==> src/rtl/alu_share_pkg.sv <==
// alu_share_pkg: shared opcode constants and FSM state encoding for the
// shared-ALU arbiter and its combinational core.
// Optional feature macro used by the importing files: ALU_SHARE_FLAGS_EN.
package alu_share_pkg;

    localparam logic [2:0] OP_ADD = 3'b000;
    localparam logic [2:0] OP_SUB = 3'b001;
    localparam logic [2:0] OP_AND = 3'b010;
    localparam logic [2:0] OP_OR  = 3'b011;
    localparam logic [2:0] OP_SLT = 3'b100;

    typedef enum logic [1:0] {
        S_IDLE = 2'd0,
        S_EXEC = 2'd1,
        S_RESP = 2'd2
    } state_t;

endpackage

==> src/rtl/alu_share_arb_if.sv <==
// alu_share_arb_if: request/response bundle between two issuers, the
// result consumer and the shared ALU arbiter.
//   req0_*/req1_* : valid/ready request channels (op, R2, R3)
//   rsp_*         : held response channel (valid/ready, id, R1, c_out)
//   zero/ovf      : extra result flags, present only with ALU_SHARE_FLAGS_EN
// Modports: master = requesters/consumer side, slave = arbiter side.
interface alu_share_arb_if #(
    parameter int unsigned size = 4
);
    logic            req0_valid;
    logic            req0_ready;
    logic [2:0]      req0_op;
    logic [size-1:0] req0_R2;
    logic [size-1:0] req0_R3;

    logic            req1_valid;
    logic            req1_ready;
    logic [2:0]      req1_op;
    logic [size-1:0] req1_R2;
    logic [size-1:0] req1_R3;

    logic            rsp_valid;
    logic            rsp_ready;
    logic            rsp_id;
    logic [size-1:0] R1;
    logic            c_out;
`ifdef ALU_SHARE_FLAGS_EN
    logic            zero;
    logic            ovf;
`endif

    modport master (
        output req0_valid, req0_op, req0_R2, req0_R3,
        input  req0_ready,
        output req1_valid, req1_op, req1_R2, req1_R3,
        input  req1_ready,
        output rsp_ready,
        input  rsp_valid, rsp_id, R1, c_out
`ifdef ALU_SHARE_FLAGS_EN
        , input zero, ovf
`endif
    );

    modport slave (
        input  req0_valid, req0_op, req0_R2, req0_R3,
        output req0_ready,
        input  req1_valid, req1_op, req1_R2, req1_R3,
        output req1_ready,
        input  rsp_ready,
        output rsp_valid, rsp_id, R1, c_out
`ifdef ALU_SHARE_FLAGS_EN
        , output zero, ovf
`endif
    );

endinterface

==> src/rtl/alu_core.sv <==
// alu_core: purely combinational ALU (add/sub/and/or/slt), reusable by the
// ALU blocks.
//   op    : opcode (101-111 give R1=0, c_out=0)
//   R2,R3 : operands
//   R1    : result, c_out : carry out (SUB/SLT: 1 = no borrow)
//   zero, ovf : present only with ALU_SHARE_FLAGS_EN
module alu_core
    import alu_share_pkg::*;
#(
    parameter int unsigned size = 4
) (
    input  logic [2:0]      op,
    input  logic [size-1:0] R2,
    input  logic [size-1:0] R3,
    output logic [size-1:0] R1,
    output logic            c_out
`ifdef ALU_SHARE_FLAGS_EN
    ,
    output logic            zero,
    output logic            ovf
`endif
);
    logic [size:0] add_w;
    logic [size:0] sub_w;
    logic          sub_ovf;
    logic          slt;

    assign add_w   = {1'b0, R2} + {1'b0, R3};
    assign sub_w   = {1'b0, R2} + {1'b0, ~R3} + {{size{1'b0}}, 1'b1};
    assign sub_ovf = (R2[size-1] != R3[size-1]) && (sub_w[size-1] != R2[size-1]);
    // Signed less-than: sign of the difference corrected by overflow.
    assign slt     = sub_w[size-1] ^ sub_ovf;

    always_comb begin
        R1    = '0;
        c_out = 1'b0;
        case (op)
            OP_ADD: begin
                R1    = add_w[size-1:0];
                c_out = add_w[size];
            end
            OP_SUB: begin
                R1    = sub_w[size-1:0];
                c_out = sub_w[size];
            end
            OP_AND: R1 = R2 & R3;
            OP_OR:  R1 = R2 | R3;
            OP_SLT: begin
                R1    = {{(size-1){1'b0}}, slt};
                c_out = sub_w[size];
            end
            default: begin
                R1    = '0;
                c_out = 1'b0;
            end
        endcase
    end

`ifdef ALU_SHARE_FLAGS_EN
    logic add_ovf;
    assign add_ovf = (R2[size-1] == R3[size-1]) && (add_w[size-1] != R2[size-1]);
    assign zero    = (R1 == '0);

    always_comb begin
        ovf = 1'b0;
        case (op)
            OP_ADD:          ovf = add_ovf;
            OP_SUB, OP_SLT:  ovf = sub_ovf;
            default:         ovf = 1'b0;
        endcase
    end
`endif

endmodule

==> src/rtl/alu_share_arb.sv <==
// alu_share_arb: shares one registered alu_core between two requesters.
// Round-robin arbitration in IDLE, one cycle of execution in EXEC, and a held
// response in RESP until the consumer takes it (1 op / 3 cycles peak).
//   clk : rising-edge clock
//   rst : synchronous active-high reset
//   bus : alu_share_arb_if.slave (request channels, response channel)
// Optional macro ALU_SHARE_FLAGS_EN adds registered zero/ovf outputs.
module alu_share_arb
    import alu_share_pkg::*;
#(
    parameter int unsigned size = 4
) (
    input  logic          clk,
    input  logic          rst,
    alu_share_arb_if.slave bus
);
    state_t          state_q, state_d;
    logic            last_q, last_d;
    logic [2:0]      op_q, op_d;
    logic [size-1:0] a_q, a_d;
    logic [size-1:0] b_q, b_d;
    logic            id_q, id_d;
    logic            rsp_valid_q, rsp_valid_d;
    logic            rsp_id_q, rsp_id_d;
    logic [size-1:0] r1_q, r1_d;
    logic            c_out_q, c_out_d;
    logic            grant0, grant1;
    logic [size-1:0] alu_r1;
    logic            alu_c;
`ifdef ALU_SHARE_FLAGS_EN
    logic            zero_q, zero_d, ovf_q, ovf_d;
    logic            alu_zero, alu_ovf;
`endif

    alu_core #(.size(size)) u_alu (
        .op    (op_q),
        .R2    (a_q),
        .R3    (b_q),
        .R1    (alu_r1),
        .c_out (alu_c)
`ifdef ALU_SHARE_FLAGS_EN
        ,
        .zero  (alu_zero),
        .ovf   (alu_ovf)
`endif
    );

    // State and response registers
    always_ff @(posedge clk) begin
        if (rst) begin
            state_q     <= S_IDLE;
            last_q      <= 1'b1;
            op_q        <= '0;
            a_q         <= '0;
            b_q         <= '0;
            id_q        <= 1'b0;
            rsp_valid_q <= 1'b0;
            rsp_id_q    <= 1'b0;
            r1_q        <= '0;
            c_out_q     <= 1'b0;
`ifdef ALU_SHARE_FLAGS_EN
            zero_q      <= 1'b0;
            ovf_q       <= 1'b0;
`endif
        end else begin
            state_q     <= state_d;
            last_q      <= last_d;
            op_q        <= op_d;
            a_q         <= a_d;
            b_q         <= b_d;
            id_q        <= id_d;
            rsp_valid_q <= rsp_valid_d;
            rsp_id_q    <= rsp_id_d;
            r1_q        <= r1_d;
            c_out_q     <= c_out_d;
`ifdef ALU_SHARE_FLAGS_EN
            zero_q      <= zero_d;
            ovf_q       <= ovf_d;
`endif
        end
    end

    // Next-state logic
    always_comb begin
        state_d     = state_q;
        last_d      = last_q;
        op_d        = op_q;
        a_d         = a_q;
        b_d         = b_q;
        id_d        = id_q;
        rsp_valid_d = rsp_valid_q;
        rsp_id_d    = rsp_id_q;
        r1_d        = r1_q;
        c_out_d     = c_out_q;
`ifdef ALU_SHARE_FLAGS_EN
        zero_d      = zero_q;
        ovf_d       = ovf_q;
`endif
        case (state_q)
            S_IDLE: begin
                if (grant0 || grant1) begin
                    op_d    = grant1 ? bus.req1_op : bus.req0_op;
                    a_d     = grant1 ? bus.req1_R2 : bus.req0_R2;
                    b_d     = grant1 ? bus.req1_R3 : bus.req0_R3;
                    id_d    = grant1;
                    state_d = S_EXEC;
                end
            end
            S_EXEC: begin
                r1_d        = alu_r1;
                c_out_d     = alu_c;
`ifdef ALU_SHARE_FLAGS_EN
                zero_d      = alu_zero;
                ovf_d       = alu_ovf;
`endif
                rsp_id_d    = id_q;
                rsp_valid_d = 1'b1;
                state_d     = S_RESP;
            end
            S_RESP: begin
                if (bus.rsp_ready) begin
                    last_d      = rsp_id_q;
                    rsp_valid_d = 1'b0;
                    state_d     = S_IDLE;
                end
            end
            default: state_d = S_IDLE;
        endcase
    end

    // Outputs: grants only in IDLE; on a tie the requester that was not
    // served last wins.
    always_comb begin
        grant0 = 1'b0;
        grant1 = 1'b0;
        if (state_q == S_IDLE) begin
            grant0 = bus.req0_valid && (!bus.req1_valid || last_q);
            grant1 = bus.req1_valid && (!bus.req0_valid || !last_q);
        end
    end

    assign bus.req0_ready = grant0;
    assign bus.req1_ready = grant1;
    assign bus.rsp_valid  = rsp_valid_q;
    assign bus.rsp_id     = rsp_id_q;
    assign bus.R1         = r1_q;
    assign bus.c_out      = c_out_q;
`ifdef ALU_SHARE_FLAGS_EN
    assign bus.zero       = zero_q;
    assign bus.ovf        = ovf_q;
`endif

endmodule

==> src/flat_wrapper.sv <==
// flat-port wrapper written by rule: the top's interface ports become plain ports
module alu_share_arb_flat import alu_share_pkg::*;
#(
    parameter int unsigned size = 4
)
  (clk, rst, bus_req0_valid, bus_req0_op, bus_req0_R2, bus_req0_R3, bus_req0_ready, bus_req1_valid, bus_req1_op, bus_req1_R2, bus_req1_R3, bus_req1_ready, bus_rsp_ready, bus_rsp_valid, bus_rsp_id, bus_R1, bus_c_out);
  alu_share_arb_if #(.size(size)) bus_i ();
  input  logic clk;
  input  logic rst;
  input wire logic [$bits(bus_i.req0_valid)-1:0] bus_req0_valid;
  input wire logic [$bits(bus_i.req0_op)-1:0] bus_req0_op;
  input wire logic [$bits(bus_i.req0_R2)-1:0] bus_req0_R2;
  input wire logic [$bits(bus_i.req0_R3)-1:0] bus_req0_R3;
  output wire logic [$bits(bus_i.req0_ready)-1:0] bus_req0_ready;
  input wire logic [$bits(bus_i.req1_valid)-1:0] bus_req1_valid;
  input wire logic [$bits(bus_i.req1_op)-1:0] bus_req1_op;
  input wire logic [$bits(bus_i.req1_R2)-1:0] bus_req1_R2;
  input wire logic [$bits(bus_i.req1_R3)-1:0] bus_req1_R3;
  output wire logic [$bits(bus_i.req1_ready)-1:0] bus_req1_ready;
  input wire logic [$bits(bus_i.rsp_ready)-1:0] bus_rsp_ready;
  output wire logic [$bits(bus_i.rsp_valid)-1:0] bus_rsp_valid;
  output wire logic [$bits(bus_i.rsp_id)-1:0] bus_rsp_id;
  output wire logic [$bits(bus_i.R1)-1:0] bus_R1;
  output wire logic [$bits(bus_i.c_out)-1:0] bus_c_out;
  assign bus_i.req0_valid = bus_req0_valid;
  assign bus_i.req0_op = bus_req0_op;
  assign bus_i.req0_R2 = bus_req0_R2;
  assign bus_i.req0_R3 = bus_req0_R3;
  assign bus_req0_ready = bus_i.req0_ready;
  assign bus_i.req1_valid = bus_req1_valid;
  assign bus_i.req1_op = bus_req1_op;
  assign bus_i.req1_R2 = bus_req1_R2;
  assign bus_i.req1_R3 = bus_req1_R3;
  assign bus_req1_ready = bus_i.req1_ready;
  assign bus_i.rsp_ready = bus_rsp_ready;
  assign bus_rsp_valid = bus_i.rsp_valid;
  assign bus_rsp_id = bus_i.rsp_id;
  assign bus_R1 = bus_i.R1;
  assign bus_c_out = bus_i.c_out;
  alu_share_arb #(.size(size)) u_core (.clk(clk), .rst(rst), .bus(bus_i));
endmodule
==> config.mk <==
export PLATFORM = sky130hd
export DESIGN_NAME = alu_share_arb_flat
export DESIGN_NICKNAME = d
export VERILOG_FILES = /design/src/rtl/alu_share_pkg.sv /design/src/rtl/alu_share_arb_if.sv /design/src/rtl/alu_core.sv /design/src/rtl/alu_share_arb.sv /design/src/flat_wrapper.sv
export SDC_FILE = /design/constraint.sdc
export NUM_CORES = 1
export LEC_CHECK = 0
export ABC_AREA = 0
export BUFFER_PORTS_ARGS = -buffer_cell sky130_fd_sc_hd__buf_2
export CAP_MARGIN = 20
export CORE_MARGIN = 2
export CORE_UTILIZATION = 45
export CTS_CLUSTER_DIAMETER = 50
export DETAILED_ROUTE_END_ITERATION = 10
export PLACE_DENSITY_LB_ADDON = 0.12
export SLEW_MARGIN = 10
export SYNTH_ARGS = -nofsm -noshare
export SYNTH_HDL_FRONTEND = slang
export SYNTH_SLANG_ARGS = --single-unit
==> constraint.sdc <==
create_clock -name clk -period 3.8 [get_ports clk]
set_input_delay 0.19 -clock clk [delete_from_list [all_inputs] [get_ports clk]]
set_output_delay 0.19 -clock clk [all_outputs]
set_load 0.01 [all_outputs]
* Word-level counts from Yosys, hierarchy flattened
Cells that the tools add are included.
Storage, ports and cells: output and inout bits 9, logic and storage cells 56, input bits 27, flip-flop bits (word level) 22
Cells by class: add/sub/neg operators 3, mux-type cells 12, equality and inequality tests 10, reduce and logical (&&, ||, !) cells 17, bitwise logic cells 4
Operators with widths (count):
- $pmux W4 S5 | 1
- $add A4 B4 Y5 | 2
- $mux W4 | 2
- $reduce_and A2 Y1 | 4
- $eq A3 B2 Y1 const B | 2
- $pmux W2 S3 | 1
- $add A5 B1 Y5 const B | 1
- $and A4 B4 Y4 | 1
- $mux W2 | 2
- $not A4 Y4 | 1
- $or A4 B4 Y4 | 1
- $pmux W1 S2 | 2
- $eq A3 B1 Y1 const B | 1
- $eq A3 B3 Y1 const B | 1
- $logic_and A1 B1 Y1 | 3
- $logic_not A1 Y1 | 3
- $logic_not A3 Y1 | 1
- $logic_or A1 B1 Y1 | 3
- $mux W1 | 3
- $mux W3 | 1
- $eq A2 B1 Y1 const B | 1
- $eq A2 B2 Y1 const B | 1
- $logic_not A2 Y1 | 1
- $ne A1 B1 Y1 | 2
- 5 further kinds | 5

* Logic depth before layout (Yosys ltp)
Gate-level depths: netlist of run 1.
depth after elaboration 7, gate-level depth with buffers 10, gate-level depth less buffers 10

* Hierarchy
Synthesis of run 1 repeated with hierarchy kept, for this count alone.
Unflattened totals: cell total of the unflattened synthesis 183, area, all modules 1591.5 sq um
Modules (own cells, without submodules):
- alu_share_arb | cells each 113, sequential area each 440.4 sq um, times used 1, area each 1078.5 sq um
- alu_core | cells each 70, sequential area each 0.0 sq um, times used 1, area each 513.0 sq um

* Worst setup path before layout of run 1
No wires, ideal clock.
kind register -> register, start register u_core.a_q[1], end register u_core.r1_q[3] (netlist: u_core.bus.R1[3]), required time 3675 ps, path buffers 0, setup slack 1811 ps, arrival time 1864 ps, period minus slack after synthesis 1989 ps, cell stages (with the launch flop) 11, setup time 125 ps, path through dfxtp_1 inv_1 ha_1 nor2_1 nor2_1 o21bai_1 fa_1 nor2_1 a21oi_1 a211oi_1 a21oi_1
Between the ends: longest elaborated chain between the ends 3, elaborated cells on any way between the ends 4, those cells by class add/sub (3); mux (1)
RTL lines:
- start, declared | RTL line alu_share_arb.sv:20 | logic [size-1:0] a_q, a_d;
- start signal, assigned | RTL line alu_share_arb.sv:54 | a_q <= '0;
- start signal, assigned | RTL line alu_share_arb.sv:69 | a_q <= a_d;
- $add A4 B4 Y5 | RTL line alu_core.sv:29 | assign sub_w = {1'b0, R2} + {1'b0, ~R3} + {{size{1'b0}}, 1'b1};
- $add A5 B1 Y5 | RTL line alu_core.sv:29
- $pmux W4 S5 * | RTL line alu_core.sv:37 | case (op)
- end signal, assigned | RTL line alu_share_arb.sv:74 | r1_q <= r1_d;
- end, declared | RTL line alu_share_arb.sv:25 | logic [size-1:0] r1_q, r1_d;
Mark *: on every way between the ends. The rest lies on a longest branch, timed or not. A chain may end at the register's enable or synchronous reset.

* Worst setup path in the final report of run 1
Same ends and word-level chain as after synthesis.

==> reports/qor.csv, run 1 <==
metric,value,unit
synth_top_area_share,30.0,%
synth_area_leaders,"dfxtp_1, ha_1, mux2i_1",
initial_core_util,47.7,%
grt_first_pass_wirelength,4.77,mm
post_cts_resized,0,
hold_ws,0.159,ns
worstPathMaxFanout,5,
die-height,61.1,um
setup_viol,0,
fin_cells,234,
synthArstFlopShare,0,%
p_int,0.446,mW
num-fill-cells,304,
leakage,0.814,nW
slowest_delay,0.44,ns
period_share,57.4,%
place_area,1630,um^2
cts_hold_buf,0,
power_frac_seq,42.9,%
status,finished clean,
final_core_util,54.0,%
switching_power,0.259,mW
rows,20,
power.density,424,nW/um^2
cp_top_family,adder cells,
numCtsBuffers,3,
ys_ff_latch,22,
required,4.01,ns
power_frac_clock,19.2,%
avgSynthCellArea,9.24,um^2
syn_inst,159,
clockBufferDepth,2,
place_congestion,0.840,
clk_pin_slew,0.13,ns
worstPathArrival,2.39,ns
first_pass_iters,4,
nets,233,
seq_area_frac_synth,30.0,%
yosys.area.top_type,dfxtp_1,
placedCellCount,230,
cts-root-buf,clkbuf_4,
wl_per_cell,11.9,um
grt_use_total,17.2,%
relSlewSlack,51.2,%
grt_max_degree,25,
crit_buf_inv,1,
yosysWarnings,0,
multi_input_area,895,um^2
synthDistinctLibCells,43,
rsz0062_at_grt,false,
ir_drop,181,uV
stdcell_area,1660,um^2
htreeDepth,1,
drive_gt1_share,24.2,%
viasPerCell,5.07,
core_area,3080,um^2
syn2layout_area_growth,13.1,%
crit_chain,inv_1 > ha_1 > nor2_1 > nor2_1 > o21bai_1 > fa_1 > nor2_1 > a21oi_1 > a211oi_1 > a21oi_1,
switching_share,36.7,%
hold_path.class,in2reg,
die_area,3740,um^2
slowest_stage,dfxtp_1,
die_x,61.1,um
worst_clock_skew,0.00171,ns
grt_overflow,0,
syn_area,1470,um^2
drtIter0Drc,40,
grt_pass1_vias,1086,
drt-total-wl,2.79,mm
final-max-slew-violation-count,0,
antenna_found_initial,0,
cts_sinks,22,
antenna_left,0,
post-cts-setup-buffer-count,0,
cts_tree,built,
regArea,440,um^2
num_vias,1186,
critical_path_class,reg2reg,
synth_edf_count,0,
diodes,0,
fin_setup_tns,0,ns
synth_fp_nets,201,
crit_path_start_kind,flop,
max_cap_violations,0,
hold_viol_final,0,
cp_common_cell,nor2_1,
finalCriticalPeriod,2.18,ns
crit_path_end_kind,flop,
synth_flop_cell,dfxtp_1,
hpwl,2.11,mm
tightest_slew,0.732,ns
worst_skew_pair.late_latency,0.31,ns
p_comb_share,37.9,%
max_freq,458,MHz
post_synth_most_frequent_cells,"dfxtp_1, nor2_1, inv_1",
drc,0,
portBuffers,35,
io_pins,36,
-- tightest hold or removal path: cells and delay by family --
| kind | cells | cell delay, ns |
|---|---|---|
| buffers and inverters | 2 | 0.11 |
| and+or+nand+nor | 1 | 0.07 |
| AOI/OAI and AO/OA | 1 | 0.06 |
-- worst paths after layout --
path | from | endpoint | slack [ns] | cells after the start
setup / recovery | u_core.a_q[1] | u_core.bus.R1[3] | 1.62 | 10
hold / removal | bus_rsp_ready | u_core.state_q[1] | 0.16 | 4
setup reg to reg | u_core.a_q[1] | u_core.bus.R1[3] | 1.62 | 10
hold reg to reg | u_core.id_q | u_core.id_q | 0.50 | 2
-- area by class of cell --
| type | count | area share [%] |
|---|---|---|
| multi-input cells | 113 | 53.8 |
| inverters | 16 | 3.61 |
| clock buffers | 4 | 2.18 |
| well taps | 44 | 3.31 |
| flip-flops and latches | 22 | 26.5 |
| repair buffers | 35 | 10.5 |
-- flip-flops by register name, indices dropped and copies added, names as in the netlist, 2 cells and up --
signal and count:
u_core.state_q 2, u_core.b_q 4, u_core.op_q 3, u_core.bus.R1 4, u_core.a_q 4
-- cells in the final DEF (no fill, tap or decap), types with 2 or more instances in the layout --
master,instances
nand2_1,5
o21ai_0,2
nor3_1,2
mux2i_1,14
ha_1,12
inv_1,15
a211oi_1,13
fa_1,3
and3b_1,2
dfxtp_1,22
buf_2,35
nand2b_1,2
nor2_1,22
nand3b_1,3
o21bai_1,2
clkbuf_4,3
a21oi_1,10
-- metal layers --
metal / wire length [um] / GRT usage, %
met3: 121 / 3.57
met5: 0 / 0
met4: 15 / 5.90
met1: 1360 / 22.7
met2: 1280 / 27.8
-- cells by family (layout without fill, tap and decap cells) --
family | count (synthesis) | count (layout) | synth area share, %
mux | 15 | 15 | 11.1
compound gates | 36 | 36 | 17.5
simple gates | 46 | 46 | 17.5
xor+xnor | 1 | 1 | 0.596
flops | 22 | 22 | 30.0
fa+ha+maj | 15 | 15 | 14.3
buf+inv | 24 | 55 | 9.11
-- power groups by stage --
stage / Combinational (mW) / Clock [mW] / Sequential [mW]
global route: 0.307 / 0.154 / 0.310
finish: 0.268 / 0.135 / 0.303
floorplan: 0.225 / 0 / 0.296
detailed placement: 0.269 / 0 / 0.308
CTS: 0.270 / 0.138 / 0.303
global placement: 0.260 / 0 / 0.306
-- stage by stage --
| stage | setup WS (ns) | total power [mW] |
|---|---|---|
| 2_1_floorplan | 1.81 | 0.521 |
| 3_3_place_gp | 1.72 | 0.566 |
| 3_5_place_dp | 1.65 | 0.577 |
| 4_1_cts | 1.62 | 0.711 |
| 5_1_grt | 1.38 | 0.771 |
| 6_report | 1.62 | 0.705 |
Note: power is estimated with default switching activity, not from simulation.
==> run 2, diff against run 1 <==
==> constraint.sdc (replaced) <==
create_clock -name clk -period 2.2 [get_ports clk]
set_input_delay 0.11 -clock clk [delete_from_list [all_inputs] [get_ports clk]]
set_output_delay 0.11 -clock clk [all_outputs]
set_load 0.01 [all_outputs]
==> run 2 against run 1 <==
- wire length increased by 1.3%
- via count is 0.34% higher
- utilization increased by 1.9 points
- sequential cell count unchanged
- sequential share of layout area down 0.81 points
- largest power group unchanged
- highest routed layer unchanged
==> reports/qor.csv, run 2 (same netlist as run 1, synthesis figures left out) <==
metric,value,unit,change
period_share,91.9,%,+34 points
final-max-slew-violation-count,0,,unchanged
grt_overflow,0,,unchanged
grt_pass1_vias,1099,,+1.2%
cts_sinks,22,,unchanged
slowest_stage,fa_1,,
final_core_util,55.9,%,+1.9 points
first_pass_iters,4,,unchanged
hold_ws,0.0892,ns,-0.0696 ns
drive_gt1_share,27.5,%,+3.3 points
crit_path_end_kind,flop,,
slowest_delay,0.44,ns,about the same
hold_start,bus_rsp_ready,,
diodes,0,,unchanged
final_common_cell,buf_2,,
drc,0,,unchanged
grt_first_pass_wirelength,4.71,mm,-1.4%
crit_buf_inv,1,,unchanged
nets,236,,+1.3%
rows,20,,unchanged
drtIter0Drc,37,,-7.5%
cts_hold_buf,0,,unchanged
io_pins,36,,unchanged
required,2.41,ns,-1.60 ns
timing.rr.start,u_core.b_q[1],,
worst_clock_skew,0.00519,ns,+0.00347 ns
hold_path.class,in2reg,,
power_frac_clock,23.6,%,+4.4 points
drt-total-wl,2.82,mm,+1.3%
max_freq,495,MHz,+8.0%
cts-root-buf,clkbuf_4,,
antenna_left,0,,unchanged
placedCellCount,233,,+1.3%
viasPerCell,5.02,,-0.93%
max_cap_violations,0,,unchanged
pre_cts_ws,0.0797,ns,-1.57 ns
status,finished clean,,
multi_input_area,912,um^2,+2.0%
switching_power,0.456,mW,+76%
worstPathArrival,2.23,ns,-0.16 ns
switching_share,34.3,%,-2.5 points
hpwl,2.21,mm,+4.6%
wl_per_cell,11.9,um,about the same
crit_start,u_core.b_q[1],,
crit_path_start_kind,flop,,
rsz0062_at_grt,false,,
portBuffers,35,,unchanged
hold_viol_final,0,,unchanged
final_cell_mix,"buf_2, nor2_1, dfxtp_1",,
syn2layout_area_growth,17.0,%,
worst_skew_pair.late_latency,0.31,ns,about the same
antenna_found_initial,0,,unchanged
setup_viol,0,,unchanged
fin_setup_tns,0,ns,unchanged
numCtsBuffers,3,,unchanged
htreeDepth,1,,unchanged
fin_cells,237,,+1.3%
worstPathMaxFanout,3,,-2
cts_tree,built,,
relSlewSlack,69.5,%,+18 points
p_comb_share,37.4,%,-0.5 points
fin_ws,0.179,ns,-1.44 ns
clockBufferDepth,2,,unchanged
die_area,3740,um^2,unchanged
num_vias,1190,,+0.34%
crit_chain,inv_1 > ha_4 > nor2_2 > nor2_1 > o21bai_1 > fa_1 > nor2_1 > a21oi_1 > a211oi_1 > a21oi_1,,
power.density,775,nW/um^2,+83%
place_congestion,0.838,,-0.31%
num-fill-cells,289,,-4.9%
critical_path_class,reg2reg,,
p_int,0.875,mW,+96%
regArea,442,um^2,+0.28%
grt_use_total,16.9,%,-0.22 points
die_x,61.1,um,unchanged
power_frac_seq,39.0,%,-3.9 points
ir_drop,340,uV,+87%
core_area,3080,um^2,unchanged
finalCriticalPeriod,2.02,ns,-0.161 ns
initial_core_util,47.7,%,unchanged
die-height,61.1,um,unchanged
tightest_slew,0.446,ns,-0.286 ns
leakage,0.835,nW,+2.7%
grt_max_degree,25,,unchanged
clk_pin_slew,0.13,ns,about the same
cp_top_family,adder cells,,
[run 2: area by class of cell]
class	instances	area share, %
Timing Repair Buffer	38	11.5
Sequential cell	22	25.7
Clock inverter	1	1.75
Tap cell	44	3.20
Clock buffer	3	1.31
Inverter	16	3.49
Multi-Input combinational cell	113	53.1
[run 2: path summary, 6_finish.rpt]
| path | to | slack [ns] | cells past startpoint |
|---|---|---|---|
| worst min register to register | u_core.id_q | 0.49 | 2 |
| worst max register to register | u_core.bus.R1[3] | 0.18 | 10 |
| worst min-delay path | u_core.state_q[1] | 0.09 | 4 |
| worst max-delay path | u_core.bus.R1[3] | 0.18 | 10 |
[run 2: power groups by stage]
| stage | Sequential, mW | Clock, mW | Combinational [mW] |
|---|---|---|---|
| after global placement | 0.525 | 0 | 0.466 |
| final | 0.519 | 0.314 | 0.499 |
| after global routing | 0.530 | 0.347 | 0.559 |
| after detailed placement | 0.529 | 0 | 0.485 |
| after floorplan | 0.511 | 0 | 0.389 |
| after CTS | 0.520 | 0.326 | 0.487 |
[run 2: worst reg2reg max path: cells and delay by family, from the launching register on]
kind / cells / cell delay (ns)
flops: 1 / 0.36
fa+ha+maj: 2 / 0.69
buf+inv: 1 / 0.08
simple gates: 3 / 0.26
compound gates: 4 / 0.54
[run 2: metrics by stage]
| stage | instance area, um^2 | power (mW) |
|---|---|---|
| 6_report | 1720 | 1.33 |
| 5_1_grt | 1720 | 1.44 |
| 4_1_cts | 1700 | 1.33 |
| 3_5_place_dp | 1650 | 1.01 |
| 3_3_place_gp | 1650 | 0.991 |
| 2_1_floorplan | 1470 | 0.900 |
[run 2: repair_timing]
item / in CTS / in global routing
setup endpoints to repair: 0 / 1
buffers inserted: 0 / 0
resized for setup: 0 / 4
[run 2: metal layers]
metal	GRT usage [%]	vias to the layer above	wire [um]
met5	0	-	0
met4	8.07	0	48
met3	2.52	6	122
met2	28.9	29	1330
met1	20.9	530	1320
li1	-	625	-
